[src/rtl/sipo_ctrl_pkg.sv]
// ============================================================================
// Module      : sipo_ctrl_pkg
// Description : Shared state encoding and counter-width helpers for the
//               SIPO frame controller.
// Revision    : 1.0 - initial release
// ============================================================================
`default_nettype none

package sipo_ctrl_pkg;

  localparam logic ST_IDLE  = 1'b0;
  localparam logic ST_SHIFT = 1'b1;

  function automatic int cnt_width(input int width);
    return $clog2(width + 1);
  endfunction

  function automatic int gap_width(input int timeout);
    return $clog2(timeout + 1);
  endfunction

endpackage

`default_nettype wire

[src/rtl/sipo_shift_en.sv]
// ============================================================================
// Module      : sipo_shift_en
// Description : WIDTH-bit shift register; new bits enter at the MSB and move
//               toward the LSB on each enabled cycle. Asynchronous clear.
// Revision    : 1.0 - initial release
// ============================================================================
`default_nettype none

module sipo_shift_en #(
  parameter int WIDTH = 4
) (
  input  logic             clk,
  input  logic             clear,
  input  logic             shift_en,
  input  logic             din,
  output logic [WIDTH-1:0] q
);

  logic [WIDTH-1:0] r_q;

  always_ff @(posedge clk or posedge clear) begin
    if (clear) begin
      r_q <= '0;
    end else if (shift_en) begin
      r_q <= {din, r_q[WIDTH-1:1]};
    end
  end

  assign q = r_q;

endmodule

`default_nettype wire

[src/rtl/sipo_frame_ctrl.sv]
// ============================================================================
// Module      : sipo_frame_ctrl
// Description : Frames strobed serial bits into WIDTH-bit words and hands
//               them to a valid/ready consumer through a one-word buffer.
// Revision    : 1.0 - initial release
// ============================================================================
`default_nettype none

module sipo_frame_ctrl
  import sipo_ctrl_pkg::*;
#(
  parameter int WIDTH   = 4,
  parameter int TIMEOUT = 16
) (
  input  logic             clk,
  input  logic             clear,
  input  logic             din,
  input  logic             din_valid,
  input  logic             frame_start,
  output logic [WIDTH-1:0] dout,
  output logic             dout_valid,
  input  logic             dout_ready,
  output logic             busy,
  output logic             sync_err,
  output logic             overrun,
  output logic             timeout
);

  localparam int c_cnt_w = cnt_width(WIDTH);
  localparam int c_gap_w = gap_width(TIMEOUT);
  localparam logic [c_cnt_w-1:0] c_cnt_one  = c_cnt_w'(1);
  localparam logic [c_cnt_w-1:0] c_cnt_last = c_cnt_w'(WIDTH - 1);
  localparam logic [c_gap_w-1:0] c_gap_max  = c_gap_w'(TIMEOUT);

  logic               r_state;
  logic               w_state_nxt;
  logic [c_cnt_w-1:0] r_cnt;
  logic [c_cnt_w-1:0] w_cnt_nxt;
  logic [c_gap_w-1:0] r_gap;
  logic [c_gap_w-1:0] w_gap_nxt;
  logic               w_shift_en;
  logic               w_complete;
  logic               w_sync;
  logic               w_to;
  logic               w_load;
  logic               w_overrun;
  logic [WIDTH-1:1]   w_shreg_hi;
  logic               w_unused_lsb;
  logic [WIDTH-1:0]   w_word;

  logic [WIDTH-1:0]   r_dout;
  logic               r_dout_valid;
  logic               r_sync_err;
  logic               r_overrun;
  logic               r_timeout;

  // The register LSB is the bit about to fall out; the completed word is
  // formed from the incoming bit plus the upper taps.
  sipo_shift_en #(
    .WIDTH (WIDTH)
  ) u_shift (
    .clk      (clk),
    .clear    (clear),
    .shift_en (w_shift_en),
    .din      (din),
    .q        ({w_shreg_hi, w_unused_lsb})
  );

  assign w_word = {din, w_shreg_hi};

  // State register
  always_ff @(posedge clk or posedge clear) begin
    if (clear) begin
      r_state <= ST_IDLE;
      r_cnt   <= '0;
      r_gap   <= '0;
    end else begin
      r_state <= w_state_nxt;
      r_cnt   <= w_cnt_nxt;
      r_gap   <= w_gap_nxt;
    end
  end

  // Next-state logic
  always_comb begin
    w_state_nxt = r_state;
    w_cnt_nxt   = r_cnt;
    w_gap_nxt   = r_gap;
    w_shift_en  = 1'b0;
    w_complete  = 1'b0;
    w_sync      = 1'b0;
    w_to        = 1'b0;
    case (r_state)
      ST_IDLE: begin
        if (din_valid && frame_start) begin
          w_state_nxt = ST_SHIFT;
          w_cnt_nxt   = c_cnt_one;
          w_gap_nxt   = '0;
          w_shift_en  = 1'b1;
        end
      end
      ST_SHIFT: begin
        if (din_valid) begin
          w_shift_en = 1'b1;
          w_gap_nxt  = '0;
          if (frame_start) begin
            w_sync    = 1'b1;
            w_cnt_nxt = c_cnt_one;
          end else if (r_cnt == c_cnt_last) begin
            w_complete  = 1'b1;
            w_cnt_nxt   = '0;
            w_state_nxt = ST_IDLE;
          end else begin
            w_cnt_nxt = r_cnt + 1'b1;
          end
        end else begin
          w_gap_nxt = (r_gap == c_gap_max) ? r_gap : r_gap + 1'b1;
          if (w_gap_nxt == c_gap_max) begin
            w_to        = 1'b1;
            w_cnt_nxt   = '0;
            w_state_nxt = ST_IDLE;
          end
        end
      end
      default: w_state_nxt = ST_IDLE;
    endcase
  end

  // Output decode
  always_comb begin
    busy      = (r_state == ST_SHIFT);
    w_load    = w_complete && (!r_dout_valid || dout_ready);
    w_overrun = w_complete && r_dout_valid && !dout_ready;
  end

  always_ff @(posedge clk or posedge clear) begin
    if (clear) begin
      r_dout       <= '0;
      r_dout_valid <= 1'b0;
      r_sync_err   <= 1'b0;
      r_overrun    <= 1'b0;
      r_timeout    <= 1'b0;
    end else begin
      r_sync_err <= w_sync;
      r_overrun  <= w_overrun;
      r_timeout  <= w_to;
      if (w_load) begin
        r_dout       <= w_word;
        r_dout_valid <= 1'b1;
      end else if (r_dout_valid && dout_ready) begin
        r_dout_valid <= 1'b0;
      end
    end
  end

  assign dout       = r_dout;
  assign dout_valid = r_dout_valid;
  assign sync_err   = r_sync_err;
  assign overrun    = r_overrun;
  assign timeout    = r_timeout;

endmodule

`default_nettype wire
[config.mk]
export PLATFORM = sky130hd
export DESIGN_NAME = sipo_frame_ctrl
export DESIGN_NICKNAME = d
export VERILOG_FILES = /design/src/rtl/sipo_ctrl_pkg.sv /design/src/rtl/sipo_shift_en.sv /design/src/rtl/sipo_frame_ctrl.sv
export SDC_FILE = /design/constraint.sdc
export NUM_CORES = 1
export LEC_CHECK = 0
export BUFFER_PORTS_ARGS = -buffer_cell sky130_fd_sc_hd__clkbuf_2
export CORE_MARGIN = 10
export CORE_UTILIZATION = 49
export CTS_CLUSTER_SIZE = 16
export DETAILED_ROUTE_END_ITERATION = 10
export PLACE_DENSITY = 0.73
export SLEW_MARGIN = 20
export SYNTH_ARGS = -nofsm -noshare
export SYNTH_HDL_FRONTEND = slang
export SYNTH_SLANG_ARGS = --single-unit
[constraint.sdc]
create_clock -name clk -period 1.86 [get_ports clk]
set_input_delay 0.372 -clock clk [delete_from_list [all_inputs] [get_ports clk]]
set_output_delay 0.372 -clock clk [all_outputs]
set_load 0.05 [all_outputs]
==> results of run 1 <==
power breakdown:
| group | switching [mW] | internal (mW) | leakage (nW) |
|---|---|---|---|
| Clock | 0.121 | 0.0833 | 0.0150 |
| Sequential | 0.0610 | 0.526 | 0.257 |
| Combinational | 0.373 | 0.225 | 0.315 |
| Total | 0.555 | 0.835 | 0.587 |
synthesized netlist by cell type, drive strengths merged:
cell type,count,area [um^2]
and3,2,13.77
and2b,1,7.510
ha,3,37.54
nand2b,5,38.78
a41o,1,11.26
a221o,2,20.02
inv,6,22.52
o21ai,8,51.30
nor2,7,26.28
o21a,1,7.510
xor2,1,8.760
a22oi,2,15.01
xnor2,2,17.52
nor2b,2,12.51
nand3,2,10.01
a211oi,1,7.510
buf,4,26.27
a31oi,1,6.260
o31ai,2,15.01
dfrtp,20,500.5
a21oi,4,23.77
a2111oi,1,27.53
mux2,7,78.83
a31o,1,8.760
and4bb,1,12.51
nand2,7,26.28
or3,1,6.260
cell families after synthesis:
family,share of synthesized area (%)
multiplexers,7.582
XOR/XNOR,2.528
flip-flops,48.13
AND/OR/NAND/NOR,14.80
buffers and inverters,4.692
AO/OA/AOI/OAI,18.65
adder cells (fa/ha/maj),3.610
path summary, 6_finish.rpt:
check                         start            to  slack, ps  cells past startpoint
setup / recovery           r_cnt[0]       dout[0]         50                      5
hold / removal                clear      sync_err         50                      2
setup reg to reg           r_cnt[0]       dout[0]         50                      5
hold reg to reg            r_cnt[2]      r_cnt[2]        490                      1
max in group asynchronous     clear      r_gap[4]       1300                      3
min in group clk                din  u_shift.q[3]        340                      2
critical path, cell delays in order, from the launching register on:
cell                       delay [ps]
sky130_fd_sc_hd__dfrtp_1          390
sky130_fd_sc_hd__ha_2             180
sky130_fd_sc_hd__nand2b_1         100
sky130_fd_sc_hd__or3_4            400
sky130_fd_sc_hd__and2b_2          270
sky130_fd_sc_hd__mux2_2           340
state kept, by name (all words and copies together), names as in the netlist:
| register | cells |
|---|---|
| timeout | 1 |
| sync_err | 1 |
| r_gap | 5 |
| dout | 4 |
| overrun | 1 |
| busy | 1 |
| dout_valid | 1 |
| r_cnt | 3 |
| u_shift.q | 3 |
per-stage QoR:
stage,cells,hold slack [ps]
floorplan,95,335.8
global placement,141,382.2
detailed placement,141,397.7
CTS,145,60.58
global route,146,70.42
finish,146,47.78
cell usage in the layout, fill, tap and decap left out:
cell,netlist,routed
sky130_fd_sc_hd__nor2_1,7,7
sky130_fd_sc_hd__a41o_2,1,1
sky130_fd_sc_hd__a211oi_1,1,1
sky130_fd_sc_hd__and3_2,1,1
sky130_fd_sc_hd__clkbuf_4,0,3
sky130_fd_sc_hd__xor2_1,1,1
sky130_fd_sc_hd__a21oi_1,3,3
sky130_fd_sc_hd__and2b_2,0,1
sky130_fd_sc_hd__dfrtp_1,20,19
sky130_fd_sc_hd__inv_2,0,2
sky130_fd_sc_hd__a31o_2,1,1
sky130_fd_sc_hd__nor2b_1,2,2
sky130_fd_sc_hd__clkbuf_1,0,1
sky130_fd_sc_hd__o31ai_1,2,2
sky130_fd_sc_hd__xnor2_1,2,2
sky130_fd_sc_hd__o21a_1,1,1
sky130_fd_sc_hd__inv_1,6,4
sky130_fd_sc_hd__ha_4,0,1
sky130_fd_sc_hd__and4bb_2,1,1
sky130_fd_sc_hd__nand2b_1,4,4
sky130_fd_sc_hd__or3_4,0,1
sky130_fd_sc_hd__ha_2,0,1
sky130_fd_sc_hd__nand2b_4,1,1
sky130_fd_sc_hd__mux2_2,7,7
sky130_fd_sc_hd__nand2_1,7,7
sky130_fd_sc_hd__a2111oi_4,1,1
sky130_fd_sc_hd__buf_4,0,10
sky130_fd_sc_hd__a31oi_1,1,1
sky130_fd_sc_hd__a21oi_2,1,1
sky130_fd_sc_hd__clkbuf_2,0,14
sky130_fd_sc_hd__a221o_1,2,2
sky130_fd_sc_hd__ha_1,3,1
sky130_fd_sc_hd__o21ai_4,1,1
sky130_fd_sc_hd__and3_1,1,1
sky130_fd_sc_hd__a22oi_1,2,2
sky130_fd_sc_hd__dfrtp_2,0,1
sky130_fd_sc_hd__o21ai_0,7,7
sky130_fd_sc_hd__nand3_1,2,2
layout make-up:
class                           instances  area (um^2)
Multi-Input combinational cell         65        511.7
Sequential cell                        20        501.7
Inverter                                6        22.52
Fill cell                             161        740.7
Timing Repair Buffer                   24        145.1
Clock buffer                            4        26.28
Tap cell                               27        33.78
repair_timing:
action	4_1_cts	5_1_grt
resized for setup	0	7
setup endpoints to repair	0	6
setup buffers	0	1
routing by layer:
layer | part of all wire [%] | vias to the layer above | track usage (%)
met2 | 50 | 15 | 13.53
li1 | - | 384 | -
met5 | 0 | - | 0
met4 | 0 | 0 | 3.141
met1 | 42 | 363 | 11.26
met3 | 7.9 | 0 | 2.881
==> impl_summary.log, run 1 <==
[metrics] worst setup timing slack at the placement stage: 29.07 ps
[metrics] final net count: ~130
[metrics] final cell utilization of the core: ~63%
[metrics] number of buffers between clock root and the deepest sink: 2
[metrics] layout cells sized above 1: roughly two fifths
[metrics] Data arrival, critical path: between 1500 and 2000 ps
[metrics] actual transition at the worst max-transition pin: between 400 and 500 ps
[metrics] number of max-cap violations: 0
[metrics] detailed placement HPWL: 1.507 mm
[metrics] core region area: around 2000 um^2
[metrics] Layout Skew: approximately 17 ps
[metrics] standard-cell row count: 16
[metrics] path type of the worst setup path: flip-flop to flip-flop
[metrics] post-route fraction of the period consumed by the critical path: approximately 97%
[metrics] clock latency at the later pin of the worst-skew pair: 300 ps
[metrics] count of antenna-violating nets left after detailed routing: 0
[metrics] die width: around 66 um
[metrics] # DRC: 0
[metrics] clock-pin slew on the worst setup and hold paths: 110 ps
[metrics] status: finished, final reports clean
[metrics] post-route setup TNS: 0 ps
[metrics] # IOs: 15
[metrics] launching element type of the critical path: flip-flop
[metrics] vias per std cell: 5.219
[metrics] relative slew slack: 67.97%
[metrics] final critical path time including I/O delays and setup: ~1800 ps
[metrics] post-synthesis sequential element count: 20
[metrics] Die Area: roughly 4400 um^2
[metrics] average wire per standard cell: 13.74 um
[metrics] endpoints failing setup: 0
[metrics] Pwr Density: 1120 nW/um^2
[metrics] DIE HEIGHT: 66.07 um
[metrics] Inserted Clock Buffers: 3
[metrics] placed cell areas: roughly 1200 um^2
[metrics] area overhead of the layout relative to synthesis: 19.37%
[metrics] Initial Util: between 50 and 60%
[metrics] number of warning messages in the yosys log: 0
[metrics] drt first-iter violations: 25
[metrics] Pre-antenna DRT Iters: 4
[metrics] number of nets produced by synthesis: approximately 100
[metrics] maximum number of pins on one net before global-route repair: 14
[metrics] Post-Syn Instances: 95
[metrics] routed wire length: between 2 and 2.5 mm
[metrics] total grt overflow: 0
[metrics] worst hold path class: input port to async pin
[metrics] global placement routability congestion: about 0.86
[metrics] CTS H-Tree Depth: 1
[metrics] clock tree from TritonCTS: yes
[metrics] overall power consumption: about 1.4 mW
[metrics] maximum frequency from static timing analysis: 551.7 MHz
[metrics] hold_buf cts: 0
[metrics] Pins Over Slew Limit: 0
[metrics] sequential fraction of the synthesis area: between 40% and 50%
[metrics] number of endpoints with negative hold slack in the final report: 0
[metrics] vias in the first global route: roughly 710
[metrics] Worst Path Required: between 2000 and 2500 ps
[metrics] maximum fanout encountered on the critical timing path: 4
[metrics] via count: 762
[metrics] antenna violations before repair: 0
[metrics] static leakage: 0.5875 nW
[metrics] final instance area: 1241 um^2
[metrics] Buffers on Ports: 14
[metrics] Clock Root Buffer: sky130_fd_sc_hd__clkbuf_4
[metrics] library cells used by synthesis: 32
[metrics] synthesized area: 1040 um^2
[metrics] crit path capture type: flip-flop
[metrics] number of sinks on the clock net: 20
[metrics] global-route wire length before repair: between 3 and 4 mm
[metrics] number of antenna diodes: 0
[metrics] maximum resistive drop on vdd: 0.6685 mV
[metrics] overall routing resource usage: approximately 8.8%
[metrics] worst setup margin: about 48 ps
[metrics] average footprint of a synthesized cell: approximately 11 um^2
(Power assumes the default switching activity.)
==> run 2, diff against run 1 <==
- ABC_CLOCK_PERIOD_IN_PS: default -> 1860
- PLACE_DENSITY: 0.73 -> 0.78
==> run 2 against run 1 <==
  * Setup slack better by 49 ps
  * Maximum frequency up 2.8%
  * Critical path depth up 2
  * Critical endpoint is now r_cnt[0]
  * Largest power group unchanged
  * Highest routed layer is now met4
==> impl_summary.log, run 2 (synthesized netlist as in run 1, its figures left out) <==
[metrics] # DRC: 0
[metrics] leading cell types in the layout, fill and taps excluded: sky130_fd_sc_hd__dfrtp_1, sky130_fd_sc_hd__clkbuf_2, sky130_fd_sc_hd__buf_4
[metrics] placed cell areas: roughly 1200 um^2
[metrics] routed wire length: 2.078 mm
[metrics] worst hold slack: between 4 and 5 ps
[metrics] master of the slowest instance on the critical path: sky130_fd_sc_hd__dfrtp_1
[metrics] final net count: between 100 and 150
[metrics] cells along the critical path: inv_2 -> ha_4 -> nand2b_4 -> a2111oi_4 -> a41o_2 -> a21oi_2 -> a221o_1
[metrics] maximum frequency from static timing analysis: roughly 570 MHz
[metrics] # IOs: 15
[metrics] post-route setup TNS: 0 ps
[metrics] slack of the worst reg-to-reg path: 100 ps
[metrics] Reg2Reg Capture Point: r_cnt[0]
[metrics] overall routing resource usage: a little over a tenth
[metrics] Clk pwr share: between 15 and 20%
[metrics] Pwr Density: ~1200 nW/um^2
[metrics] Clock Root Buffer: sky130_fd_sc_hd__clkbuf_4
[metrics] vias per std cell: about 5.3
[metrics] count of antenna-violating nets left after detailed routing: 0
[metrics] relative slew slack: between 70 and 80%
[metrics] Die Area: 4365 um^2
[metrics] depth of the critical timing path with buffers and inverters included: 7
[metrics] Cell Int Power: between 0.8 and 0.9 mW
[metrics] part of the total power dissipated in sequential elements: around 41%
[metrics] Worst R2R Start: r_gap[1]
[metrics] worst hold path class: input port to async pin
[metrics] static leakage: 0.5913 nW
[metrics] RSZ-0062 raised after global routing: false
[metrics] global placement routability congestion: 0.9170
[metrics] largest register by flop count: r_gap
[metrics] Data arrival, critical path: a little under 2000 ps
[metrics] worst stage delay on the critical path: 440 ps
[metrics] capturing element of the worst setup path: r_cnt[0]
[metrics] global-route wire length before repair: between 3 and 4 mm
[metrics] flip-flop count of the largest register after layout: 5
[metrics] commonest non-fill, non-tap cell in the layout: sky130_fd_sc_hd__dfrtp_1
[metrics] vias in the first global route: around 790
[metrics] worst setup margin: around 96 ps
[metrics] Pre-antenna DRT Iters: 4
[metrics] number of sinks on the clock net: 20
[metrics] number of endpoints with negative hold slack in the final report: 0
[metrics] overall power consumption: approximately 1.4 mW
[metrics] actual transition at the worst max-transition pin: between 300 and 400 ps
[metrics] crit path capture type: flip-flop
[metrics] Worst path top cell family by delay: compound AO/OA/AOI/OAI gates
[metrics] worst setup timing slack at the placement stage: -3.128 ps
[metrics] clock tree from TritonCTS: yes
[metrics] maximum number of pins on one net before global-route repair: 13
[metrics] Buffers on Ports: 14
[metrics] Placed Instances: between 100 and 150
[metrics] status: finished, final reports clean
[metrics] clock-pin slew on the worst setup and hold paths: roughly 110 ps
[metrics] CTS H-Tree Depth: 1
[metrics] number of max-cap violations: 0
[metrics] detailed placement HPWL: between 1.5 and 2 mm
[metrics] portion of total power attributed to combinational logic: approximately two fifths
[metrics] Pins Over Slew Limit: 0
[metrics] layout cells sized above 1: roughly 40%
[metrics] maximum resistive drop on vdd: 0.6297 mV
[metrics] Storage cell area: about 500 um^2
[metrics] Worst setup startpoint: r_gap[1]
[metrics] drt first-iter violations: 30
[metrics] final cell utilization of the core: a little over three fifths
[metrics] launching element type of the critical path: flip-flop
[metrics] number of antenna diodes: 0
[metrics] average wire per standard cell: between 10 and 15 um
[metrics] final std cells w/o fill: between 100 and 150
[metrics] via count: around 800
[metrics] path type of the worst setup path: flip-flop to flip-flop
[metrics] Initial Util: between 50% and 60%
[metrics] number of buffers between clock root and the deepest sink: 2
[metrics] Inserted Clock Buffers: 3
[metrics] area overhead of the layout relative to synthesis: 19.86%
[metrics] die width: ~66 um
[metrics] standard-cell row count: 16
[metrics] total grt overflow: 0
[metrics] Buffers & Inverters on Critical Path: 1
[metrics] endpoints failing setup: 0
[metrics] antenna violations before repair: 0
[metrics] Register-to-Register Path Depth: 7
[metrics] maximum fanout encountered on the critical timing path: 4
[metrics] Worst Path Required: 2060 ps
[metrics] clock latency at the later pin of the worst-skew pair: 300 ps
[metrics] DIE HEIGHT: approximately 66 um
[metrics] core region area: 1982 um^2
[metrics] Layout Skew: ~5.5 ps
[metrics] post-route fraction of the period consumed by the critical path: 94.83%
[metrics] footprint of the multi-input gates: 506.7 um^2
[metrics] Sw Ratio: 39.53%
[metrics] fill count: 162
[metrics] Sw Pwr: around 0.57 mW
[metrics] final critical path time including I/O delays and setup: ~1800 ps
[metrics] final instance area: 1246 um^2
==> run 2: cell counts in the layout (fill, tap and decap cells not counted) <==
Identical to the previous run, type by type.
==> run 2: worst min path at each step <==
stage | startpoint | to | slack [ps] | cells after the start
2_1_floorplan | clear | dout[0] | 340 | 1
3_3_place_gp | clear | u_shift.q[1] | 360 | 2
3_5_place_dp | clear | u_shift.q[1] | 360 | 2
4_1_cts | clear | overrun | 20 | 2
5_1_grt | clear | r_gap[1] | 30 | 2
6_report | clear | overrun | 5 | 2
==> run 2: repair_timing <==
action	in CTS	in global routing
resized for setup	1	5
hold buffers	0	0
endpoints found under the hold margin	0	0
setup endpoints to repair	1	6
gates cloned	0	0
setup buffers	1	0
pin swaps	0	2
==> run 2: area by class of cell <==
type / count / share of cell area (%)
inverter: 6 / 1.807
timing repair buffer: 24 / 11.65
multi-input combinational: 65 / 40.66
sequential: 20 / 40.26
clock buffer: 4 / 2.912
tap: 27 / 2.711
==> run 2: metal layers <==
layer / vias to the layer above / share of wire, % / global-route usage, %
li1: 380 / - / -
met1: 376 / 43 / 12.18
met2: 18 / 50 / 17.03
met3: 4 / 6.3 / 4.407
met4: 0 / 0.91 / 4.450
met5: - / 0 / 0
==> run 2: power by group through the flow <==
stage                     logic (mW)  registers [mW]  clock network (mW)
after detailed placement       0.564           0.598                   0
after global placement         0.553           0.591                   0
final                          0.600           0.590               0.253
after CTS                      0.582           0.588               0.260
after floorplan                0.240           0.761                   0
after global routing           0.649           0.601               0.281
